**config.mk**
```make
export PLATFORM = sky130hd
export DESIGN_NAME = mdio_clock_gen_flat
export DESIGN_NICKNAME = d
export VERILOG_FILES = /design/src/rtl/mdio_clock_gen_pkg.sv /design/src/rtl/mdio_clock_gen_if.sv /design/src/rtl/mdio_clock_gen.sv /design/src/flat_wrapper.sv
export SDC_FILE = /design/constraint.sdc
export NUM_CORES = 1
export LEC_CHECK = 0
export CAP_MARGIN = 5
export CORE_MARGIN = 4
export CORE_UTILIZATION = 55
export DETAILED_ROUTE_END_ITERATION = 10
export DONT_BUFFER_PORTS = 1
export GPL_TIMING_DRIVEN = 0
export PLACE_DENSITY = 0.66
export RECOVER_POWER = 25
export SLEW_MARGIN = 20
export SYNTH_ARGS = -nofsm -noshare
export SYNTH_HDL_FRONTEND = slang
export SYNTH_SLANG_ARGS = --single-unit
```
**constraint.sdc**
```tcl
create_clock -name clk -period 2.28 [get_ports clk]
set_clock_uncertainty 0.1 [all_clocks]
set_input_delay 0.456 -clock clk [delete_from_list [all_inputs] [get_ports clk]]
set_output_delay 0.456 -clock clk [all_outputs]
set_load 0.005 [all_outputs]
```
**src/rtl/mdio_clock_gen_pkg.sv**
```systemverilog
// Shared types and constants for the MDC clock generator.
// Used by mdio_clock_gen and mdio_clock_gen_if.
package mdio_pkg;

  typedef enum logic [1:0] {
    IDLE,
    LOW,
    HIGH
  } mdio_clk_state_t;

  localparam int MIN_HALF_PERIOD = 2;
  localparam int MDIO_BURST_W    = 7;

endpackage

```
**src/rtl/mdio_clock_gen_if.sv**
```systemverilog
// Control and strobe bundle between the MDIO shift FSM (master) and the MDC generator (slave).
// The burst ports exist only when MDIO_CLOCK_BURST_EN is defined.
interface mdio_clock_gen_if #(
  parameter int DIV_WIDTH = 8
);

  logic                 enable;
  logic [DIV_WIDTH-1:0] half_period;
  logic                 half_period_load;
  logic                 mdc;
  logic                 mdc_rise_en;
  logic                 mdc_fall_en;
  logic                 active;
`ifdef MDIO_CLOCK_BURST_EN
  logic [mdio_pkg::MDIO_BURST_W-1:0] burst_len;
  logic                              burst_start;
  logic                              burst_done;

  modport master (
    output enable, half_period, half_period_load, burst_len, burst_start,
    input  mdc, mdc_rise_en, mdc_fall_en, active, burst_done
  );
  modport slave (
    input  enable, half_period, half_period_load, burst_len, burst_start,
    output mdc, mdc_rise_en, mdc_fall_en, active, burst_done
  );
`else
  modport master (
    output enable, half_period, half_period_load,
    input  mdc, mdc_rise_en, mdc_fall_en, active
  );
  modport slave (
    input  enable, half_period, half_period_load,
    output mdc, mdc_rise_en, mdc_fall_en, active
  );
`endif

endinterface

```
**src/rtl/mdio_clock_gen.sv**
```systemverilog
// Programmable MDC generator: registered MDC plus one-cycle rise/fall strobes in the clk domain.
// Define MDIO_CLOCK_BURST_EN to add fixed-length burst mode (burst_len/burst_start/burst_done).
module mdio_clock_gen
  import mdio_pkg::*;
#(
  parameter int DIV_WIDTH           = 8,
  parameter int DEFAULT_HALF_PERIOD = 50
) (
  input  logic             clk,
  input  logic             reset,
  mdio_clock_gen_if.slave  bus
);

  localparam logic [DIV_WIDTH-1:0] HP_RESET = DIV_WIDTH'(DEFAULT_HALF_PERIOD);
  localparam logic [DIV_WIDTH-1:0] HP_MIN   = DIV_WIDTH'(MIN_HALF_PERIOD);
  localparam logic [DIV_WIDTH-1:0] CNT_ONE  = DIV_WIDTH'(1);

  mdio_clk_state_t      state_q, state_d;
  logic [DIV_WIDTH-1:0] counter_q, counter_d;
  logic [DIV_WIDTH-1:0] hp_cur_q, hp_cur_d;
  logic [DIV_WIDTH-1:0] hp_pend_q, hp_pend_d;
  logic [DIV_WIDTH-1:0] hp_load_val;
  logic                 mdc_q, mdc_d;
  logic                 run;
  logic                 at_boundary;
  logic                 rise_en;
  logic                 fall_en;

  assign hp_load_val = (bus.half_period < HP_MIN) ? HP_MIN : bus.half_period;

`ifdef MDIO_CLOCK_BURST_EN
  logic [MDIO_BURST_W-1:0] burst_cnt_q, burst_cnt_d;
  logic                    burst_mode_q, burst_mode_d;
  logic                    burst_done;

  // A running burst keeps the clock going regardless of enable.
  assign run = burst_mode_q | bus.enable;
`else
  assign run = bus.enable;
`endif

  always_comb begin
    state_d     = state_q;
    counter_d   = counter_q;
    mdc_d       = mdc_q;
    rise_en     = 1'b0;
    fall_en     = 1'b0;
    at_boundary = 1'b0;
`ifdef MDIO_CLOCK_BURST_EN
    burst_cnt_d  = burst_cnt_q;
    burst_mode_d = burst_mode_q;
    burst_done   = 1'b0;
`endif
    case (state_q)
      IDLE: begin
        mdc_d     = 1'b0;
        counter_d = CNT_ONE;
`ifdef MDIO_CLOCK_BURST_EN
        if (bus.burst_start) begin
          burst_cnt_d  = (bus.burst_len == '0) ? MDIO_BURST_W'(1) : bus.burst_len;
          burst_mode_d = 1'b1;
          state_d      = LOW;
        end else
`endif
        if (bus.enable) begin
          state_d = LOW;
        end
      end
      LOW: begin
        if (!run) begin
          state_d   = IDLE;
          counter_d = CNT_ONE;
        end else if (counter_q == hp_cur_q) begin
          rise_en     = 1'b1;
          at_boundary = 1'b1;
          counter_d   = CNT_ONE;
          mdc_d       = 1'b1;
          state_d     = HIGH;
        end else begin
          counter_d = counter_q + CNT_ONE;
        end
      end
      HIGH: begin
        // The high phase always runs to completion so MDC never produces a runt pulse.
        if (counter_q == hp_cur_q) begin
          fall_en     = 1'b1;
          at_boundary = 1'b1;
          counter_d   = CNT_ONE;
          mdc_d       = 1'b0;
`ifdef MDIO_CLOCK_BURST_EN
          if (burst_mode_q) begin
            burst_cnt_d = burst_cnt_q - MDIO_BURST_W'(1);
            if (burst_cnt_q == MDIO_BURST_W'(1)) begin
              burst_done   = 1'b1;
              burst_mode_d = 1'b0;
              state_d      = IDLE;
            end else begin
              state_d = LOW;
            end
          end else
`endif
          state_d = bus.enable ? LOW : IDLE;
        end else begin
          counter_d = counter_q + CNT_ONE;
        end
      end
      default: begin
        state_d   = IDLE;
        counter_d = CNT_ONE;
        mdc_d     = 1'b0;
      end
    endcase

    // A load coinciding with a boundary is forwarded straight into the next half-period.
    hp_pend_d = bus.half_period_load ? hp_load_val : hp_pend_q;
    hp_cur_d  = ((state_q == IDLE) || at_boundary) ? hp_pend_d : hp_cur_q;
  end

  always_ff @(posedge clk) begin
    if (reset) begin
      state_q   <= IDLE;
      counter_q <= CNT_ONE;
      hp_cur_q  <= HP_RESET;
      hp_pend_q <= HP_RESET;
      mdc_q     <= 1'b0;
`ifdef MDIO_CLOCK_BURST_EN
      burst_cnt_q  <= '0;
      burst_mode_q <= 1'b0;
`endif
    end else begin
      state_q   <= state_d;
      counter_q <= counter_d;
      hp_cur_q  <= hp_cur_d;
      hp_pend_q <= hp_pend_d;
      mdc_q     <= mdc_d;
`ifdef MDIO_CLOCK_BURST_EN
      burst_cnt_q  <= burst_cnt_d;
      burst_mode_q <= burst_mode_d;
`endif
    end
  end

  // Strobes are suppressed during reset so an aborted period emits nothing.
  assign bus.mdc         = mdc_q;
  assign bus.mdc_rise_en = rise_en & ~reset;
  assign bus.mdc_fall_en = fall_en & ~reset;
  assign bus.active      = (state_q != IDLE);
`ifdef MDIO_CLOCK_BURST_EN
  assign bus.burst_done  = burst_done & ~reset;
`endif

endmodule

```
**src/flat_wrapper.sv**
```systemverilog
// flat-port wrapper written by rule: the top's interface ports become plain ports
module mdio_clock_gen_flat import mdio_pkg::*;
#(
  parameter int DIV_WIDTH           = 8,
  parameter int DEFAULT_HALF_PERIOD = 50
)
  (clk, reset, bus_enable, bus_half_period, bus_half_period_load, bus_mdc, bus_mdc_rise_en, bus_mdc_fall_en, bus_active);
  mdio_clock_gen_if #(.DIV_WIDTH(DIV_WIDTH)) bus_i ();
  input  logic clk;
  input  logic reset;
  input wire logic [$bits(bus_i.enable)-1:0] bus_enable;
  input wire logic [$bits(bus_i.half_period)-1:0] bus_half_period;
  input wire logic [$bits(bus_i.half_period_load)-1:0] bus_half_period_load;
  output wire logic [$bits(bus_i.mdc)-1:0] bus_mdc;
  output wire logic [$bits(bus_i.mdc_rise_en)-1:0] bus_mdc_rise_en;
  output wire logic [$bits(bus_i.mdc_fall_en)-1:0] bus_mdc_fall_en;
  output wire logic [$bits(bus_i.active)-1:0] bus_active;
  assign bus_i.enable = bus_enable;
  assign bus_i.half_period = bus_half_period;
  assign bus_i.half_period_load = bus_half_period_load;
  assign bus_mdc = bus_i.mdc;
  assign bus_mdc_rise_en = bus_i.mdc_rise_en;
  assign bus_mdc_fall_en = bus_i.mdc_fall_en;
  assign bus_active = bus_i.active;
  mdio_clock_gen #(.DIV_WIDTH(DIV_WIDTH), .DEFAULT_HALF_PERIOD(DEFAULT_HALF_PERIOD)) u_core (.clk(clk), .reset(reset), .bus(bus_i));
endmodule
```
==> flow_metrics.tcl <==
set metrics [dict create \
    ios 16 \
    cts_max_level 1 \
    grt_pass1_vias 943 \
    postRouteAntennaNets 0 \
    cp_max_fo 4 \
    period_share_pct 93.1 \
    outcome "finished, final reports clean" \
    start_kind "flip-flop" \
    pwr-share-clk_pct 23.9 \
    portBuffers 0 \
    netlist_instances 135 \
    max_freq_ghz 0.471 \
    wirelength_microns 2370 \
    ys_types 32 \
    drtIter0Drc 12 \
    cp.required_ns 1.72 \
    cp-end-kind "output pin" \
    rsz0062_at_grt "no" \
    gr-total-overflow 0 \
    synth.net_count 152 \
    p_leak_uw 0.000568 \
    p_sw_uw 220 \
    die_area_sq_um 3230 \
    total_power_uw 841 \
    clock_sinks 27 \
    ys_top_cells_by_area "dfxtp_1, mux2i_1, xor2_1" \
    via_per_inst 5.54 \
    final_cells 169 \
    mostFrequentLayoutCell "dfxtp_1" \
    setup_violations 0 \
    dp_hpwl_microns 1820 \
    synth_ff_type "dfxtp_1" \
    clkTransAtPathRegs_ns 0.14 \
    ys_async_sr_fraction_pct 0 \
    fillers 207 \
    switching_share_pct 26.2 \
    start_util_pct 58.8 \
    ys_ff_latch 27 \
    p_seq_share_pct 61.2 \
    hp-class "in2reg" \
    track_usage_pct 16.8 \
    synth.top_cell.area_share_pct 41.2 \
    clockBufferDepth 2 \
    internal_power_uw 620 \
    seq_area_frac_synth_pct 41.2 \
    ctsHoldBuffers 0 \
    max-slew-margin-rel_pct 63.5 \
    min_period_ns 2.12 \
    dp_cells 163 \
    path_class "reg2out" \
    final_hold_viol_count 0 \
    yosys_warnings 0 \
    finalWeightedCongestion 0.767 \
    cts_tree "done" \
    coreArea_sq_um 2230 \
    powerDensity_nw_per_um2 603 \
    die_w_microns 56.9 \
    drc 0 \
    hold_depth 1 \
    drv_slew 0 \
    tns_ns 0 \
    layout_common_cells "dfxtp_1, nor2_1, a21oi_1, xor2_1, mux2i_1" \
    worst_slew_pin_slew_ns 0.547 \
    holdWs_ns 0.0887 \
    fin_nets 159 \
    peakVddDrop_mv 0.414 \
    syn-cell-area_sq_um 1310 \
    r2r_cells 7 \
    grt_pass1_wl_microns 4210 \
    clockRootBuffer "clkbuf_4" \
    antenna_found_initial 0 \
    syn2layout_area_growth_pct 6.29 \
    cts_inserted_buffers 3 \
    first_pass_iters 4 \
    clkLatencyLatePin_ns 0.32 \
    diodes 0 \
    grt_max_degree 15 \
    rows 17 \
    wl_per_cell_microns 14.0 \
    synth_area_leader_cell "dfxtp_1" \
    drive_gt1_share_pct 17.0 \
    drv_cap 0 \
    combPwrFrac_pct 14.9 \
    crit_arrival_ns 1.57 \
    synth_edf_count 0 \
    die_height_microns 56.9 \
    vias 937 \
    synth_area_per_cell_sq_um 9.72 \
]
[cells by family after synthesis]
group / share of synthesized area [%]
multiplexers: 8.58
XOR/XNOR: 9.34
adder cells (fa/ha/maj): 4.77
flip-flops: 41.2
buffers and inverters: 2.86
AND/OR/NAND/NOR: 23.9
AO/OA/AOI/OAI: 9.34
[sequential cells by signal, summed over array words and instances (netlist names)]
signal / cells
u_core.counter_q: 8
u_core.hp_pend_q: 8
u_core.hp_cur_q: 8
u_core.state_q: 2
u_core.bus.mdc: 1
[through the flow]
stage / util, % / worst slack (ns) / instance area [sq um]
after global placement: 60.3 / 0.266 / 1350
after detailed placement: 60.3 / 0.273 / 1350
final: 62.5 / 0.157 / 1400
after global routing: 62.5 / 0.0100 / 1400
after floorplan: - / 0.474 / 1310
after CTS: 62.2 / 0.0475 / 1390
[power groups by stage]
stage          Sequential (uW)  Combinational (uW)  Clock, uW
2_1_floorplan              520                 105          0
3_3_place_gp               524                 120          0
3_5_place_dp               525                 125          0
4_1_cts                    515                 127        215
5_1_grt                    518                 143        232
6_report                   514                 126        201
[synthesized netlist by cell type (2+ instances only)]
cell type  count
inv_1          5
xor2_1         9
nor2b_1        2
mux2i_1        9
clkbuf_1       3
nand3_1        5
nor2_1        10
nand2b_1       4
nand2_1        6
and3_2         7
o21ai_0        2
ha_1           5
and3_1         2
dfxtp_1       27
nor4_4         2
or2_0          4
or4_1          2
or2_2          3
a21oi_1       10
mux2_2         2
xnor2_1        5
[routing by layer]
layer / GRT usage [%] / wire (microns) / up-vias / part of all wire [%]
li1: - / - / 480 / -
met1: 22.1 / 1170 / 444 / 49
met2: 25.9 / 1080 / 9 / 45
met3: 3.45 / 73 / 4 / 3.1
met4: 7.95 / 53 / 0 / 2.2
met5: 0 / 0 / - / 0
[critical path, cell delays in order (launching register included)]
cell,delay [ns]
dfxtp_1,0.38
xor2_1,0.18
nor4_4,0.32
nand2_1,0.16
nor3b_2,0.21
[layout make-up]
cell class / count / area (sq um) / share of cell area, %
plain buffers: 4 / 18.8 / 1.35
inverters: 5 / 18.8 / 1.35
repair buffers: 2 / 15.0 / 1.08
clock buffers: 4 / 26.3 / 1.88
multi-input cells: 99 / 739 / 53.0
well taps: 28 / 35.0 / 2.51
flip-flops and latches: 27 / 542 / 38.8
[path summary, 6_finish.rpt]
| check | start | end | slack, ns |
|---|---|---|---|
| setup reg to reg | u_core.counter_q[5]$_SDFF_PP0_ | u_core.hp_cur_q[3]$_SDFFE_PP0P_ | 0.31 |
| hold / removal | reset | u_core.hp_pend_q[0]$_SDFF_PP0_ | 0.09 |
| hold reg to reg | u_core.hp_cur_q[6]$_SDFFE_PP0P_ | u_core.hp_cur_q[6]$_SDFFE_PP0P_ | 0.37 |
| setup / recovery | u_core.counter_q[5]$_SDFF_PP0_ | bus_mdc_fall_en | 0.16 |
[what timing repair did]
action	CTS	global route
buffers inserted	2	0
cloned	0	0
setup endpoints to repair	2	2
gates resized for setup	0	2
pin swaps	2	0
Power figures use the tool's default switching activity.
